==> src/rtl/wb_arbiter.sv <==
// Writeback arbiter: round-robin sharing of the register-file write port
// among NREQ execute-unit results, plus a 64-entry busy scoreboard
// (32 int + 32 float) that drives the decode-stage hazard.
module wb_arbiter #(
  parameter int NREQ = 4,
  parameter int XLEN = 64
) (
  input  logic                 clk,
  input  logic                 reset,
  input  logic [NREQ-1:0]      req_valid,
  output logic [NREQ-1:0]      req_ready,
  input  logic [NREQ*5-1:0]    req_rd,
  input  logic [NREQ-1:0]      req_type,
  input  logic [NREQ*XLEN-1:0] req_data,
  output logic [4:0]           rd_wb,
  output logic                 reg_type_wb,
  output logic [XLEN-1:0]      op_wb,
  output logic                 we_rd_wb,
  input  logic                 issue_valid,
  input  logic [4:0]           issue_rd,
  input  logic                 issue_type,
  input  logic [4:0]           rs1_dec,
  input  logic [4:0]           rs2_dec,
  input  logic [4:0]           rs3_dec,
  input  logic                 reg_type_dec,
  output logic                 hazard_dec
);

  localparam int PW = (NREQ > 1) ? $clog2(NREQ) : 1;

  logic [PW-1:0]   ptr_q, ptr_d;
  logic [NREQ-1:0] grant;
  logic            found;
  logic [PW-1:0]   win;
  logic [PW:0]     cand;
  logic [4:0]      sel_rd;
  logic            sel_type;
  logic [XLEN-1:0] sel_data;

  logic [4:0]      rd_q, rd_d;
  logic            type_q, type_d;
  logic [XLEN-1:0] op_q, op_d;
  logic            we_q, we_d;
  logic [63:0]     busy_q, busy_d;

  // Round-robin search from the pointer upward with wrap; the first valid wins.
  always_comb begin
    grant    = '0;
    found    = 1'b0;
    win      = '0;
    cand     = '0;
    sel_rd   = '0;
    sel_type = 1'b0;
    sel_data = '0;
    for (int k = 0; k < NREQ; k++) begin
      cand = {1'b0, ptr_q} + (PW+1)'(k);
      if (cand >= (PW+1)'(NREQ)) cand = cand - (PW+1)'(NREQ);
      if (!found && req_valid[cand[PW-1:0]]) begin
        found = 1'b1;
        win   = cand[PW-1:0];
      end
    end
    // No handshake may complete while reset is held; the request is simply not taken.
    if (reset) found = 1'b0;
    if (found) begin
      grant[win] = 1'b1;
      sel_rd     = req_rd[5*int'(win) +: 5];
      sel_type   = req_type[win];
      sel_data   = req_data[XLEN*int'(win) +: XLEN];
    end
  end

  assign req_ready = grant;

  // Next pointer and writeback register contents; data holds when idle.
  always_comb begin
    ptr_d  = ptr_q;
    we_d   = found;
    rd_d   = rd_q;
    type_d = type_q;
    op_d   = op_q;
    if (found) begin
      ptr_d  = (win == PW'(NREQ-1)) ? '0 : win + PW'(1);
      rd_d   = sel_rd;
      type_d = sel_type;
      op_d   = sel_data;
    end
  end

  // Busy lookups have no bypass: a register stays busy through its write cycle.
  assign hazard_dec = busy_q[{reg_type_dec, rs1_dec}]
                    | busy_q[{reg_type_dec, rs2_dec}]
                    | busy_q[{reg_type_dec, rs3_dec}]
                    | (issue_valid & busy_q[{issue_type, issue_rd}]);

  // Scoreboard update: clear on writeback first so a same-edge issue wins.
  always_comb begin
    busy_d = busy_q;
    if (we_q) busy_d[{type_q, rd_q}] = 1'b0;
    if (issue_valid && !hazard_dec && (issue_rd != 5'd0))
      busy_d[{issue_type, issue_rd}] = 1'b1;
    busy_d[0]  = 1'b0;
    busy_d[32] = 1'b0;
  end

  // State registers; reset discards a pending write and clears all tracking.
  always_ff @(posedge clk) begin
    if (reset) begin
      ptr_q  <= '0;
      we_q   <= 1'b0;
      rd_q   <= '0;
      type_q <= 1'b0;
      op_q   <= '0;
      busy_q <= '0;
    end else begin
      ptr_q  <= ptr_d;
      we_q   <= we_d;
      rd_q   <= rd_d;
      type_q <= type_d;
      op_q   <= op_d;
      busy_q <= busy_d;
    end
  end

  assign rd_wb       = rd_q;
  assign reg_type_wb = type_q;
  assign op_wb       = op_q;
  assign we_rd_wb    = we_q;

endmodule

==> config.mk <==
export PLATFORM = sky130hd
export DESIGN_NAME = wb_arbiter
export DESIGN_NICKNAME = d
export VERILOG_FILES = /design/src/rtl/wb_arbiter.sv
export SDC_FILE = /design/constraint.sdc
export NUM_CORES = 1
export LEC_CHECK = 0
export ABC_CLOCK_PERIOD_IN_PS = 3100
export BUFFER_PORTS_ARGS = -buffer_cell sky130_fd_sc_hd__buf_2
export CELL_PAD_IN_SITES_DETAIL_PLACEMENT = 0
export CELL_PAD_IN_SITES_GLOBAL_PLACEMENT = 1
export CORE_AREA = 2 2 186 188
export CTS_BUF_LIST = sky130_fd_sc_hd__clkbuf_4
export DETAILED_ROUTE_END_ITERATION = 6
export DIE_AREA = 0 0 188 190
export PLACE_DENSITY_LB_ADDON = 0.1
export SKIP_LAST_GASP = 1
export SLEW_MARGIN = 20
export SYNTH_ARGS = -nofsm -noshare
export SYNTH_HDL_FRONTEND = slang
export SYNTH_SLANG_ARGS = --single-unit
==> constraint.sdc <==
create_clock -name clk -period 3.1 [get_ports clk]
set_input_delay 0 -clock clk [delete_from_list [all_inputs] [get_ports clk]]
set_output_delay 0 -clock clk [all_outputs]
set_load 0.02 [all_outputs]
==> results.md, run 1 <==
- Setup Skew: approximately 0.036 ns
- Vias in the first global route: between 10000 and 15000
- CTS tree: done
- Reg2reg path depth: 9
- Worst Tran Pin Value: a little under 1 ns
- Post-DRT Antenna Nets: 0
- Mapped Cells: between 1000 and 1500
- I/O pin count: just under 400
- Post-synthesis sequential area ratio: 27.1%
- Worst hold path endpoint: ptr_q[0]$_SDFFE_PP0P_
- Number of DRC markers in iteration 0: ~850
- Max-cap violations: 0
- Pin count of the biggest net entering global routing: approximately 140
- Clock buffer depth: 2
- Synth warn: 0
- Setup violations, final: 0
- Routability cong.: just under 0.9
- Drt drc: 0
- Worst Path Arrival: between 2 and 3 ns
- Share of cells above drive strength 1: slightly below 30%
- Run status: complete, no violations
- DR pass1 iterations: 5
- WL final: roughly 49000 um
- Finished Layout Cells: between 2000 and 2500
- Asr flop ratio synth: 0%
- Final Slew Violations: 0
- CTS buffer count: 17
- Nets: around 2200
- Syn avg cell area: 7.66 sq um
- Required @ worst endpoint: ~3.1 ns
- Cell Area, Synth: 9990 sq um
- Commonest non-fill, non-tap cell in the layout: buf_2
- Clk sink count: between 100 and 150
- H-tree Lvls: 4
- Most frequent cells in the layout: buf_2 (384), nand2_1 (360), nand3_1 (274)
- Vias: about 13000
- Area growth syn-to-layout: 54.6%
- Clock-pin slew of the registers on the worst-case setup and hold paths: around 0.15 ns
- Achievable Freq: ~340 MHz
- M2 GR Usage: between 40% and 50%
- Hold crit path type: input pin to flop
- Tot Pwr: 0.00645 W
- Initial core utilization: between 20 and 30%
- Hold Crit Start: req_valid[0]
- DIE AREA: 35700 sq um
- Post-route cell area: 15400 sq um
- Met1 global-route usage: between 30% and 40%
- Placed cells: approximately 2000
- First-pass GRT wire length: about 74000 um
- Flop2flop setup slack: approximately 0.16 ns
- GR Layer Usage met3: around 7%
- Pwr Density: ~420 nW/um^2
- Initial antenna violation count: 18
- FF-to-FF Start: ptr_q[1]$_SDFFE_PP0P_
- WL per Instance: roughly 21 um
- Placed cell area: 12300 sq um
- Fin crit period: a little under 3 ns
- GRT overflow: 0
- IO buf count: ~380
- Leak: 6.40 nW
- Die Wd: 188 um
- Hold Violations, Final: 0
- Vias/cell: between 5 and 6
- Num rows: ~70
- Period utilization: between 90% and 100%
- DP Wirelength: about 34000 um
- CP endpoint kind: output port
- EDFF count, synth: 0
- Unrepaired setup endpoints after global routing: yes
- Max-Slew Margin vs Limit: 35.5%
- Die Ht: ~190 um
- Yosys reg bits: 135
- Core footprint: 33900 sq um
- Clock root cell: clkbuf_4
- Post-synthesis cell type count: 60
- Reg-to-reg critical path endpoint: op_wb[53]$_SDFFE_PP0P_
- Startpoint types: flop
- Gr busiest metal: met2
- Worst Path Max Fanout: 16
- Critical path type: flop to output port
- Main synth FF type: dfxtp_1
- Maximum vdd drop: about 220 uV
- Clock Latency Late Sink: approximately 0.57 ns
- Total GRT Usage: about a quarter
- WHS Path Cells: 5
- Post-synth net total: ~1600
-- worst max-delay path by stage --
stage,from,endpoint,slack [ns],depth (start not counted)
2_1_floorplan,busy_q[15]$_SDFF_PP0_,busy_q[1]$_SDFF_PP0_,0.91,8
4_1_cts,ptr_q[1]$_SDFFE_PP0P_,rd_wb[3]$_SDFFE_PP0P_,0.05,10
3_5_place_dp,rs3_dec[0],busy_q[58]$_SDFF_PP0_,0.56,9
6_report,busy_q[15]$_SDFF_PP0_,hazard_dec,0.14,9
3_3_place_gp,rs3_dec[0],hazard_dec,0.56,10
5_1_grt,ptr_q[1]$_SDFFE_PP0P_,rd_wb[3]$_SDFFE_PP0P_,-0.007,10
-- power by group --
part           switching [W]  internal, W
Clock               0.000767     0.000558
Combinational        0.00162      0.00143
Sequential          0.000153      0.00192
Total                0.00254      0.00391
-- sequential cells by signal, indices dropped and copies added (netlist names) --
signal	flops
op_wb	64
we_rd_wb	1
reg_type_wb	1
busy_q	62
ptr_q	2
rd_wb	5
-- synth_stat cells (16+ instances only) --
| cell | instances | share of area (%) |
|---|---|---|
| a32o_1 | 68 | 6.8 |
| buf_2 | 17 | 0.85 |
| clkbuf_1 | 88 | 3.3 |
| dfxtp_1 | 135 | 27 |
| mux2i_1 | 39 | 3.9 |
| mux4_2 | 33 | 7.4 |
| nand2_1 | 360 | 14 |
| nand3_1 | 274 | 14 |
| nor2_1 | 25 | 0.94 |
| nor3_1 | 16 | 0.80 |
| o31ai_2 | 59 | 7.4 |
-- cells by family after synthesis --
kind of cell | share of synthesized area, %
AOI/OAI and AO/OA | 20.7
adders and majority gates | 0.501
buffers and inverters | 6.07
DFF | 27.1
muxes | 13.0
and+or+nand+nor | 32.6
-- what timing repair did --
action / CTS / global route
hold endpoints to repair: 105 / 0
pin swaps: 0 / 2
gates cloned: 1 / 2
buffers inserted: 0 / 2
hold buffers: 267 / 0
gates resized for setup: 0 / 5
setup endpoints to repair: 1 / 12
-- routing by layer --
metal	routed length (um)	vias to the layer above	share of wire, %
li1	-	5949	-
met1	20100	6195	41
met2	24200	479	49
met3	3600	88	7.3
met4	1540	10	3.1
met5	62	-	0.13
-- per-stage QoR --
stage                     worst slack [ns]  utilization, %  TNS [ns]  hold slack, ns
after floorplan                      0.908               -         0           0.188
after global placement               0.560            36.4         0           0.359
after detailed placement             0.558            36.4         0           0.366
after CTS                           0.0478            45.2         0         0.00737
after global routing              -0.00718            45.5  -0.00718          0.0799
final                                0.142            45.5         0          0.0405
-- critical path, stage by stage, from the launching register on --
cell and delay, ns:
dfxtp_1 0.37, mux4_2 0.50, a41o_1 0.26, a21oi_2 0.13
o21ai_2 0.09, a2111oi_4 0.35, a31oi_4 0.16, buf_12 0.20
a21o_1 0.17, buf_2 0.15
-- final cells by class --
| cell class | instances | area [sq um] |
|---|---|---|
| antenna | 13 | 32.5 |
| clock buffer | 18 | 135 |
| clock inverter | 14 | 158 |
| fill | 3566 | 18500 |
| inverter | 13 | 53.8 |
| multi-input combinational | 1035 | 6750 |
| sequential | 135 | 2700 |
| tap | 455 | 569 |
| timing repair buffer | 686 | 5040 |
Note: power is estimated with default switching activity, not from simulation.
==> run 2: changes to the inputs <==
Settings changed: PLACE_DENSITY set to 0.71, PLACE_DENSITY_LB_ADDON 0.1 to not set.
==> results.md, run 2 (synthesis gave the netlist of run 1 again) <==
- Achievable Freq: 333 MHz (-1.5%)
- WL final: 50100 um (+1.3%)
- Crit-path slowest cell: dlygate4sd3_1
- CTS tree: done
- Pwr Density: 414 nW/um^2 (-0.75%)
- First-pass GRT wire length: 74200 um (+0.61%)
- Max-cap violations: 0 (unchanged)
- Setup violations, final: 0 (unchanged)
- CP endpoint kind: flop
- DR pass1 iterations: 7 (+2)
- IO buf count: 384 (unchanged)
- Pin count of the biggest net entering global routing: 143 (unchanged)
- Maximum vdd drop: 224 uV (+2.6%)
- Clock-pin slew of the registers on the worst-case setup and hold paths: 0.15 ns (about the same)
- Worst Tran Pin Value: 1.12 ns (+0.151 ns)
- Hold crit path type: input pin to flop
- Cell family with most CP delay: buffers and inverters
- CP Buf/Inv Count: 4 (+2)
- Core footprint: 33900 sq um (unchanged)
- Routability cong.: 0.936 (+6.9%)
- H-tree Lvls: 4 (unchanged)
- Final Slew Violations: 0 (unchanged)
- GRT overflow: 0 (unchanged)
- WL per Instance: 21.3 um (+2.0%)
- Clk sink count: 135 (unchanged)
- Most used cell along the critical path: dlygate4sd3_1
- Die Ht: 190 um (unchanged)
- Leak: 6.45 nW (+0.70%)
- Fin crit period: 3.00 ns (+0.0438 ns)
- Run status: complete, no violations
- Required @ worst endpoint: 3.58 ns (+0.48 ns)
- Vias/cell: 5.50 (+2.5%)
- Initial antenna violation count: 12 (-6)
- I/O pin count: 385 (unchanged)
- Initial core utilization: 29.4% (unchanged)
- Max reg flops: 64 (unchanged)
- Setup TNS: 0 ns (unchanged)
- Vias: 12900 (+1.8%)
- Cell chain of the critical path: a21o_1 > a21oi_1 > o22a_4 > inv_8 > buf_4 > nand2_1 > nand3_1 > dlygate4sd3_1 > a32o_1 > dlygate4sd3_1
- Critical path type: flop to flop
- Worst Path Arrival: 3.49 ns (+0.53 ns)
- Clock buffer depth: 2 (unchanged)
- Share of cells above drive strength 1: 31.2% (+1.6 points)
- Commonest non-fill, non-tap cell in the layout: buf_2
- Clock Latency Late Sink: 0.58 ns (about the same)
- Area growth syn-to-layout: 52.1%
- Number of DRC markers in iteration 0: 1143 (+35%)
- Most frequent cells in the layout: buf_2 (384), nand2_1 (360), nand3_1 (274)
- Num rows: 68 (unchanged)
- Total GRT Usage: 26.6% (+0.081 points)
- CTS buffer count: 17 (unchanged)
- Hold Violations, Final: 0 (unchanged)
- Die Wd: 188 um (unchanged)
- Post-DRT Antenna Nets: 0 (unchanged)
- Drt drc: 0 (unchanged)
- Max-Slew Margin vs Limit: 25.3% (-10 points)
- CP max stage delay: 0.60 ns (+0.10 ns)
- DP Wirelength: 34600 um (+1.4%)
- Period utilization: 96.8% (+1.4 points)
- Clock root cell: clkbuf_4
- Startpoint types: flop
- Nets: 2192 (-0.41%)
- DIE AREA: 35700 sq um (unchanged)
- Unrepaired setup endpoints after global routing: yes
- Tot Pwr: 0.00630 W (-2.4%)
- Setup Skew: 0.0242 ns (-0.0117 ns)
- Worst Path Max Fanout: 26 (+10)
- Vias in the first global route: 12700 (+2.7%)
run 2: final cells by class:
cell class                      instances  area (sq um)
Sequential cell                       135          2700
Clock inverter                         13           100
Fill cell                            3493         18800
Inverter                               13          58.8
Clock buffer                           19           143
Multi-Input combinational cell       1035          6740
Timing Repair Buffer                  677          4860
Antenna cell                            6          15.0
Tap cell                              455           569
run 2: worst paths after layout:
kind,startpoint,to,slack (ns),cells after the start
setup reg to reg,ptr_q[1]$_SDFFE_PP0P_,op_wb[58]$_SDFFE_PP0P_,0.1,10
hold reg to reg,op_wb[36]$_SDFFE_PP0P_,op_wb[36]$_SDFFE_PP0P_,0.49,1
setup / recovery,ptr_q[1]$_SDFFE_PP0P_,op_wb[58]$_SDFFE_PP0P_,0.1,10
hold / removal,req_valid[3],ptr_q[0]$_SDFFE_PP0P_,0.06,5
run 2: through the flow:
stage	std cells	utilization, %	area (sq um)	setup WS (ns)	hold WS (ns)
finish	2353	44.8	15200	0.0985	0.0565
floorplan	1304	-	9990	0.908	0.188
detailed placement	2073	36.7	12500	0.169	0.363
global placement	2073	36.7	12500	0.0869	0.360
CTS	2342	44.4	15100	0.0256	0.0426
global route	2352	44.7	15200	-0.0354	0.127
run 2: tightest hold or removal path: stages:
cell and delay [ns]:
buf_2 0.12, nor2_1 0.08, nand3_1 0.22, nor2_1 0.06, nor3_1 0.11
run 2: per-layer routing:
metal	track usage (%)	vias up	part of all wire, %	wire length [um]
li1	-	5930	-	-
met1	32.1	6287	39	19600
met2	45.6	621	49	24600
met3	7.36	99	8.7	4350
met4	8.66	8	3.0	1520
met5	0	-	0.10	51
run 2: report_power, final:
group | internal [W] | total [W] | switching (W)
logic | 0.00140 | 0.00307 | 0.00166
registers | 0.00192 | 0.00209 | 0.000167
clock network | 0.000340 | 0.00114 | 0.000798
run 2: timing repair:
item                       4_1_cts  5_1_grt
buffers inserted                 4        2
hold endpoints to repair       116        0
resized for setup                0        8
setup endpoints to repair        1       46
hold buffers                   233        0
pin swaps                        0        1
cloned                           0        3
